===== src/rtl/gvt_arbiter_pkg.sv =====
// rtl/gvt_arbiter_pkg.sv - shared types and helpers for the GVT arbiter
package gvt_arbiter_pkg;

    // Key field widths; the arbiter's TS_WIDTH/TB_WIDTH must match these.
    localparam int GVT_TS_WIDTH = 32;
    localparam int GVT_TB_WIDTH = 32;

    // ts occupies the upper bits so a packed compare is lexicographic.
    typedef struct packed {
        logic [GVT_TS_WIDTH-1:0] ts;
        logic [GVT_TB_WIDTH-1:0] tb;
    } gvt_key_t;

    // An all-ones key marks a tile with no pending work.
    localparam gvt_key_t GVT_INFINITE = '1;

    typedef enum logic [1:0] {
        WAIT,
        COLLECT,
        REDUCE,
        BCAST
    } gvt_state_t;

    // Strict unsigned compare on {ts, tb}; equal keys are "not less".
    function automatic logic key_lt(input gvt_key_t a, input gvt_key_t b);
        return {a.ts, a.tb} < {b.ts, b.tb};
    endfunction

endpackage


===== src/rtl/gvt_arbiter.sv =====
// rtl/gvt_arbiter.sv - periodic GVT poll, sequential min-reduce and broadcast
//
// Every 2^LOG_GVT_PERIOD idle cycles, polls all tiles for their local minimum
// {ts, tb}, reduces the captured keys one tile per cycle with a single
// comparator and broadcasts the minimum as the new GVT.
//
// Ports:
//   clk, rst     clock; synchronous active-high reset
//   enable       permits new rounds (a started round always completes)
//   lvt_req      per-tile request, held until that tile's response is taken
//   lvt_valid    per-tile response valid
//   lvt_ts/tb    per-tile local minimum key, tile i at [i*W +: W]
//   gvt_ts/tb    current GVT
//   gvt_valid    one-cycle pulse when a round broadcasts
//   all_idle     last broadcast round saw every tile empty
//   mono_err     sticky: a computed GVT went backwards (old GVT kept)
//   timeout_err  sticky: a round was abandoned while collecting
//   gvt_rounds   number of broadcasts, wrapping
module gvt_arbiter
    import gvt_arbiter_pkg::*;
#(
    parameter int N_TILES        = 1,
    parameter int TS_WIDTH       = GVT_TS_WIDTH,
    parameter int TB_WIDTH       = GVT_TB_WIDTH,
    parameter int LOG_GVT_PERIOD = 5,
    parameter int TIMEOUT_CYCLES = 256
) (
    input  logic                         clk,
    input  logic                         rst,
    input  logic                         enable,
    output logic [N_TILES-1:0]           lvt_req,
    input  logic [N_TILES-1:0]           lvt_valid,
    input  logic [N_TILES*TS_WIDTH-1:0]  lvt_ts,
    input  logic [N_TILES*TB_WIDTH-1:0]  lvt_tb,
    output logic [TS_WIDTH-1:0]          gvt_ts,
    output logic [TB_WIDTH-1:0]          gvt_tb,
    output logic                         gvt_valid,
    output logic                         all_idle,
    output logic                         mono_err,
    output logic                         timeout_err,
    output logic [31:0]                  gvt_rounds
);

    localparam int IDX_W = (N_TILES > 1) ? $clog2(N_TILES) : 1;
    localparam int TO_W  = $clog2(TIMEOUT_CYCLES + 1);
    localparam logic [LOG_GVT_PERIOD-1:0] PERIOD_MAX = '1;

    gvt_state_t                state, state_next;
    logic [LOG_GVT_PERIOD-1:0] period_cnt;
    logic [TO_W-1:0]           timeout_cnt;
    logic [N_TILES-1:0]        got;
    logic [N_TILES-1:0]        accept;
    logic [N_TILES-1:0]        req_next;
    logic [IDX_W-1:0]          idx;
    gvt_key_t                  keys [N_TILES];
    gvt_key_t                  acc, acc_next;
    gvt_key_t                  gvt_q;
    logic                      got_full;
    logic                      timeout_hit;
    logic                      last_idx;

    assign accept      = lvt_req & lvt_valid;
    assign got_full    = &got;
    assign timeout_hit = (timeout_cnt == TO_W'(TIMEOUT_CYCLES - 1));
    assign last_idx    = (idx == IDX_W'(N_TILES - 1));
    assign acc_next    = key_lt(keys[idx], acc) ? keys[idx] : acc;

    assign gvt_ts = gvt_q.ts;
    assign gvt_tb = gvt_q.tb;

    always_comb begin
        state_next = state;
        case (state)
            WAIT:    if (period_cnt == PERIOD_MAX && enable) state_next = COLLECT;
            COLLECT: begin
                if (got_full)         state_next = REDUCE;
                else if (timeout_hit) state_next = WAIT;
            end
            REDUCE:  if (last_idx) state_next = BCAST;
            BCAST:   state_next = WAIT;
            default: state_next = WAIT;
        endcase
    end

    // Requests are only raised from inside COLLECT, so they appear one cycle
    // after entry and drop on the same edge that records the acceptance.
    always_comb begin
        req_next = '0;
        if (state == COLLECT && state_next == COLLECT) begin
            req_next = ~(got | accept);
        end
    end

    always_ff @(posedge clk) begin
        if (rst) begin
            state       <= WAIT;
            period_cnt  <= '0;
            timeout_cnt <= '0;
            lvt_req     <= '0;
            got         <= '0;
            idx         <= '0;
            acc         <= GVT_INFINITE;
            gvt_q       <= '0;
            gvt_valid   <= 1'b0;
            all_idle    <= 1'b0;
            mono_err    <= 1'b0;
            timeout_err <= 1'b0;
            gvt_rounds  <= '0;
        end else begin
            state     <= state_next;
            lvt_req   <= req_next;
            gvt_valid <= 1'b0;
            case (state)
                WAIT: begin
                    if (period_cnt != PERIOD_MAX) begin
                        period_cnt <= period_cnt + 1'b1;
                    end else if (enable) begin
                        period_cnt <= '0;
                    end
                end
                COLLECT: begin
                    got         <= got | accept;
                    timeout_cnt <= timeout_cnt + 1'b1;
                    if (got_full) begin
                        timeout_cnt <= '0;
                        acc         <= GVT_INFINITE;
                        idx         <= '0;
                    end else if (timeout_hit) begin
                        timeout_cnt <= '0;
                        got         <= '0;
                        timeout_err <= 1'b1;
                    end
                end
                REDUCE: begin
                    acc <= acc_next;
                    idx <= idx + 1'b1;
                    // The final reduction step publishes the result so the
                    // GVT is already stable for the whole BCAST cycle.
                    if (last_idx) begin
                        gvt_valid  <= 1'b1;
                        gvt_rounds <= gvt_rounds + 32'd1;
                        all_idle   <= (acc_next == GVT_INFINITE);
                        if (key_lt(acc_next, gvt_q)) begin
                            mono_err <= 1'b1;
                        end else begin
                            gvt_q <= acc_next;
                        end
                    end
                end
                BCAST: got <= '0;
                default: ;
            endcase
        end
    end

    // Key registers keep their contents across rounds and reset.
    always_ff @(posedge clk) begin
        for (int i = 0; i < N_TILES; i++) begin
            if (accept[i]) begin
                keys[i].ts <= lvt_ts[i*TS_WIDTH +: TS_WIDTH];
                keys[i].tb <= lvt_tb[i*TB_WIDTH +: TB_WIDTH];
            end
        end
    end

endmodule


===== config.mk =====
export PLATFORM = sky130hd
export DESIGN_NAME = gvt_arbiter
export DESIGN_NICKNAME = d
export VERILOG_FILES = /design/src/rtl/gvt_arbiter_pkg.sv /design/src/rtl/gvt_arbiter.sv
export SDC_FILE = /design/constraint.sdc
export NUM_CORES = 1
export LEC_CHECK = 0
export CAP_MARGIN = 40
export CORE_MARGIN = 2
export CORE_UTILIZATION = 45
export CTS_BUF_LIST = sky130_fd_sc_hd__clkbuf_4 sky130_fd_sc_hd__clkbuf_8
export DETAILED_ROUTE_END_ITERATION = 16
export MAX_ROUTING_LAYER = met4
export PLACE_DENSITY = 0.64
export SKIP_LAST_GASP = 1
export SYNTH_ARGS = -nofsm -noshare
export SYNTH_HDL_FRONTEND = slang
export SYNTH_SLANG_ARGS = --single-unit

===== constraint.sdc =====
create_clock -name clk -period 6.67 [get_ports clk]
set_clock_uncertainty 0.05 [all_clocks]
set_input_delay 2.001 -clock clk [delete_from_list [all_inputs] [get_ports clk]]
set_output_delay 2.001 -clock clk [all_outputs]
set_load 0.05 [all_outputs]

======== Yosys cells after proc, flatten, opt, wreduce, memory -nomap -nowiden ========
Memories as Yosys holds them, arrays and structs flattened.
Cells that the tools add are included.
word-level totals
  flip-flop bits (word level) ............. 183
  memory bits (writable) .................. 64
  input bits .............................. 68
  output and inout bits ................... 101
  logic and storage cells ................. 73
  memories kept ........................... 1
memories
  name  words  width  read ports  clocked after Yosys merged registers in  wr ports  RTL line           RTL
  keys  1      64     1           0                                        2         gvt_arbiter.sv:55  gvt_key_t keys [N_TILES];
cells by class
  add/subtract/negate cells ............... 4
  magnitude comparators ................... 2
  equal/unequal tests ..................... 9
  mux-type cells .......................... 20
  bitwise operators ....................... 8
  reductions and logical operators ........ 14
operators by type and width
  cell                     count
  $lt A64 B64 Y1           2
  $mux W64                 2
  $pmux W64 S2             1
  $eq A64 B64 Y1 const B   1
  $add A32 B1 Y32 const B  1
  $mux W9                  2
  $mux W5                  2
  $add A9 B1 Y9 const B    1
  $eq A9 B8 Y1 const B     1
  $reduce_and A3 Y1        3
  $mux W2                  4
  $pmux W2 S4              1
  $mux W1                  6
  $not A1 Y1               6
  $reduce_and A2 Y1        3
  $reduce_bool A2 Y1       3
  $add A5 B1 Y5 const B    1
  $eq A5 B5 Y1 const B     1
  $ne A5 B5 Y1 const B     1
  $eq A2 B1 Y1 const B     2
  $eq A2 B2 Y1 const B     2
  $pmux W1 S2              2
  $reduce_or A2 Y1         2
  $logic_and A1 B1 Y1      2
  5 further kinds          5

======== Logic depth before layout (Yosys ltp) ========
  depth after elaboration ................. 8
  depth in mapped cells ................... 23
  gate-level depth less buffers ........... 20

======== Least setup slack after synthesis ========
Ideal clock, no wire load.
  kind .................................... register to register
  start ................................... mem keys[0][54] (netlist name)
  end ..................................... reg gvt_q, in the netlist gvt_tb[10]
  data arrival time ....................... 4.778 ns
  data required time ...................... 6.539 ns
  path slack .............................. 1.761 ns
  stages on the path, launching flop included .. 21
  path buffers ............................ 2
  path through ............................ edfxtp_1 ha_1 nand4_1 nor4_1 and3_1 nand3_1 o21ai_2 clkbuf_1 mux2_2 ha_1 a21o_1 a21o_1 a21o_1 a21o_1 a21oi_1 o21ai_0 or4_1 nand2_1 clkbuf_1 a21oi_1 a211oi_2
RTL lines
  what                    RTL line            RTL
  start: declaration      gvt_arbiter.sv:55
  end signal: assignment  gvt_arbiter.sv:146  gvt_q <= acc_next;
  end: declaration        gvt_arbiter.sv:57   gvt_key_t gvt_q;

==> metrics.txt <==
Tot GR Track Use=23.5%; total power=3.05 mW; final setup violating endpoints=0; worst reg2reg path endpoint=gvt_tb[31]; CP max FO=39; Yosys top cell by area=dfxtp_1; Clock Path Buffers=3; syn nets=1539; Final #Nets=1708; EDFF count, synth=64; first-pass GRT wire length=56100 µm; vias in the first global route=10426; Commonest cells post-synth=dfxtp_1, inv_1, ha_1; DRC Markers=0; Final WS setup=0.423 ns; IO Count=169; fillers=2553; cts hold-fix bufs=0; multi-input logic area=0.00676 mm²; status=finished, final reports clean; Root Buffer=clkbuf_8; Synth warnings=0; Post-CTS Setup Inserts=0; Syn Inst Count=1341; Power Density=189 mW/mm²; area grow syn2layout=22.6%; post-synth cell types=52; Synth top area share=27.9%; Slew headroom=44.9%; Post-Syn Area=0.0131 mm²; fraction of layout cells with a size suffix above 1=14.5%; Final Hold Viols=0; top cells by area, synth=dfxtp_1, edfxtp_1, ha_1, a211oi_2, mux2_2; gp weighted congestion=0.892; crit share post-route=93.7%; detailed placer's ending HPWL=25400 µm; Die H=175 µm; htree depth=2; Tmin final=6.25 ns; Slew Viols, Final=0; Clock transition at path regs=0.06 ns; Post-synth ARST share=0%; Core Rows=62; register area share after synthesis=42.6%; Fmax=160 MHz; Pre-Repair DR Iteration Count=4; hold_ws=0.411 ns; Starting Density=45.7%; WHS Endpoint=timeout_cnt[8]; cts repair resizes=0; WP data required=7.02 ns; total CTS buffers=44; Main synth FF type=dfxtp_1; Setup TNS=0 ns; HP Class=reg -> reg; Post-Route WL=34700 µm; Synth Area in XOR/XNOR=1.67%; worst slack, placed=0.498 ns; mux share of post-synthesis cell area=5.83%; compound-gate portion of the synthesized area=19.4%; number of DRC markers in iteration 0=707; worst vdd ir=0.110 mV; Hold Path Depth=1; CP max-delay cell=o21ai_4; post-route ant nets=0; Die W=175 µm; Max Cap Viol=0; Worst-Skew Late Latency=0.56 ns; largest net degree at the start of global routing=70; Post-Synth Simple-Gate Area=12.1%; CP peak stage delay=0.61 ns; RSZ-0062 raised after global routing=false; Tightest Pin Transition=0.826 ns; Crit Path Category=reg -> reg; Die ar.=0.0305 mm²; post-synthesis register bit count=247; Layout Utilization=56.1%; IO Port Bufs=168; main combinational cell family by area after synthesis=compound AO/OA/AOI/OAI gates; Leak=6.40 nW; CP startpoint kind=register; path depth of the worst reg2reg path=20; endpoint class of the critical path=register; Vias=10509; Overflow after GRT=0; CTS tree=built; FF/Latch Area=0.00559 mm²; flop2flop setup slack=0.42 ns; Synth Area per Inst=9.78 µm²; R2R Path Start=keys[0][55]; hold wc startpoint=timeout_cnt[8]; post-DR wirelength/cell=18.0 µm; count leader, synth=dfxtp_1; crit-path cells=ha_1, nand4_1, nor4_1, and3_1, nand3_1, o21ai_4, buf_4, mux2_2, ha_1, a21o_1, a21oi_1, o21ai_0, and3_1, o21ai_0, nand4_1, or3_1, o2111a_1, nor2_4, buf_4, a211oi_1; CTS sink cnt=247; post-synthesis adder-cell area fraction=12.4%; DR vias/cell=5.45; initial antenna violation count=0; Worst Path Arrival=6.59 ns; # diodes=0; Core ar.=0.0287 mm²
## registers in the layout (all words and copies together) (netlist names), 2 cells and up
name and cells:
gvt_ts 32, keys 64, gvt_tb 32, acc 64, state 2, timeout_cnt 9
period_cnt 5, gvt_rounds 32
## cells in the final DEF (no fill, tap or decap), types with 16 or more instances in the layout
cell               n
xor2_1            16
a21oi_1          120
o211ai_1          66
ha_1             130
edfxtp_1          64
clkdlybuf4s50_1  167
nand2_1          109
a21o_1            19
dfxtp_1          183
o21ai_0           37
nor2_1            73
inv_1            131
and3_1            19
mux2_2            63
clkbuf_4          17
nand4_1           53
clkbuf_8          51
a211oi_2          59
nand3_1           21
## cells by family after synthesis
group | after synthesis
mux | 68
compound gates | 347
fa+ha+maj | 130
simple gates | 330
flops | 247
buf+inv | 194
xor+xnor | 25
## metal layers
metal / vias to the layer above / part of all wire (%) / GRT usage [%]
li1: 5231 / - / -
met1: 4924 / 48 / 31.8
met2: 284 / 44 / 35.8
met3: 70 / 5.6 / 4.13
met4: 0 / 2.8 / 7.33
met5: - / 0 / -
## metrics by stage
stage,area (µm²),std cells
final,16100,1930
after global routing,16100,1930
after CTS,16100,1930
after detailed placement,15200,1848
after global placement,15100,1845
after floorplan,13100,1341
## final cells by class
type,instances,share of cell area (%)
clock buffer,68,5.16
inverter,132,3.08
clock inverter,14,0.467
sequential,247,34.7
multi-input combinational,900,42.0
timing repair buffer,185,11.6
tap,384,2.99
## how the worst max path moves through the flow
stage | startpoint | to | depth (start not counted)
3_5_place_dp | keys[0][54] | gvt_tb[31] | 20
3_3_place_gp | acc[54] | gvt_tb[31] | 21
5_1_grt | keys[0][54] | gvt_tb[15] | 20
6_report | keys[0][55] | gvt_tb[31] | 20
4_1_cts | keys[0][54] | gvt_tb[31] | 20
2_1_floorplan | keys[0][54] | gvt_tb[10] | 20
## power by group
group	leakage, nW	switching (mW)	internal (mW)	total (mW)
sequential	2.05	0.00301	1.54	1.54
combinational	3.86	0.0337	0.0396	0.0734
clock	0.490	0.636	0.798	1.43
## critical path: cells and delay by family, from the launching register on
kind,cells,cell delay (ns)
AO/OA/AOI/OAI,7,1.69
adder cells (fa/ha/maj),2,0.64
buffers and inverters,2,0.91
flip-flops,1,0.44
multiplexers,1,0.41
AND/OR/NAND/NOR,8,1.83
Note: power is estimated with default switching activity, not from simulation.
==> RTL change (same settings) <==
`GVT_TB_WIDTH`: 32 -> 16.
--- a/src/rtl/gvt_arbiter_pkg.sv
+++ b/src/rtl/gvt_arbiter_pkg.sv
@@ -3,7 +3,7 @@
 
     // Key field widths; the arbiter's TS_WIDTH/TB_WIDTH must match these.
     localparam int GVT_TS_WIDTH = 32;
-    localparam int GVT_TB_WIDTH = 32;
+    localparam int GVT_TB_WIDTH = 16;
 
     // ts occupies the upper bits so a packed compare is lexicographic.
     typedef struct packed {
Ports: changed (resized gvt_tb and lvt_tb); port bits go from 169 to 137. The function was not compared with the original's and may differ.
==> RTL change against the unedited design <==
Count of clock-buffer cells in the layout shrank 51; sequential cell count fell by 48; design area decreased by 22%; cell count fell by 19%; global-route usage down 1.1 points; critical path depth increased by 1; wire length fell by 24%; first-iteration DRC count fell by 12%; setup slack gained 490 ps; area after synthesis fell by 21%; power shrank 31%.
==> RTL change: results <==
[run_status]
status = "finished, final reports clean"

[cells_and_area]
multi_input_cells = 733
fillers = 2077
buffers = 155
clkCellAreaFrac_pct = 3.31
sh_seq_area_pct = 35.7
layout.nonclk_buf_share_pct = 12.6
fin_nets = 1411
inv_count = 155
clkbuf_count = 17
multi_input_area_sq_um = 5090
reg_top3 = "acc (48), keys (48)"

[global_route]
grt_util_met2_pct = 33.5
grt_pass1_wl_um = 41500
grtUsageTotal_pct = 22.4
grt_max_degree = 62
gr-usage-met1_pct = 31.2
use_met3_pct = 3.28
grt_pass1_vias = 7847

[critical_path]
r2r_cells = 21
crit_slowest_cell = "nor3_1"
critPathTopFamily = "compound AO/OA/AOI/OAI gates"
r2r_setup_slack_ps = 910
crit_end = "gvt_ts[10]"
r2r_start = "keys[0][31]"

[drt]
met3_length_um = 1350
drtIter0Drc = 623
first_pass_iters = 5
via_per_inst = 5.53
wirelength_um = 26400
wl_met2_um = 11800
met1_length_um = 12700

[power_and_ir_drop]
peakVddDrop_v = 0.000104
comb_power_share_pct = 2.7
p_leak_nw = 5.56
power.switching_mw = 0.520

[logic_synthesis]
netlist_top_cells_count = "inv_1 (155), dfxtp_1 (151), nor2_1 (118), ha_1 (98), a21oi_1 (91)"
synth.mux.area_fraction_pct = 0.678
syn_nets = 1286
synth_edf_count = 48
yosys.area_share.adder_pct = 11.9
synth_compound_area_share_pct = 18.3
synth_xor_area_share_pct = 2.29

[placement]
gp_congestion = 0.898
port_buffers = 136
hpwl_um = 20200

[clock_tree]
clk_path_buf_depth = 2
cts_max_level = 4
clk_pin_slew_ps = 110

[sta]
maxSlewHeadroom_pct = 31.9
RTL change: changes by cell type after synthesis, sizes merged, moves of 13 or more:
cell / unedited run / this run
o21ai: 40 / 23
nor2: 74 / 119
o32ai: 0 / 48
edfxtp: 64 / 48
inv: 132 / 155
dfxtp: 183 / 151
mux2: 64 / 0
a21oi: 121 / 91
a211oi: 74 / 12
o211ai: 66 / 50
nand2: 110 / 88
a21o: 19 / 6
ha: 130 / 98
RTL change: through the flow:
stage / cells / setup WS (ps) / instance area [sq um] / util [%] / hold slack, ps
finish: 1559 / 912 / 12500 / 55.3 / 423
detailed placement: 1527 / 1020 / 12100 / 53.5 / 407
global placement: 1523 / 708 / 12000 / 53.1 / 400
CTS: 1559 / 979 / 12500 / 55.3 / 423
global route: 1559 / 537 / 12500 / 55.3 / 438
floorplan: 1136 / 1890 / 10300 / - / 390
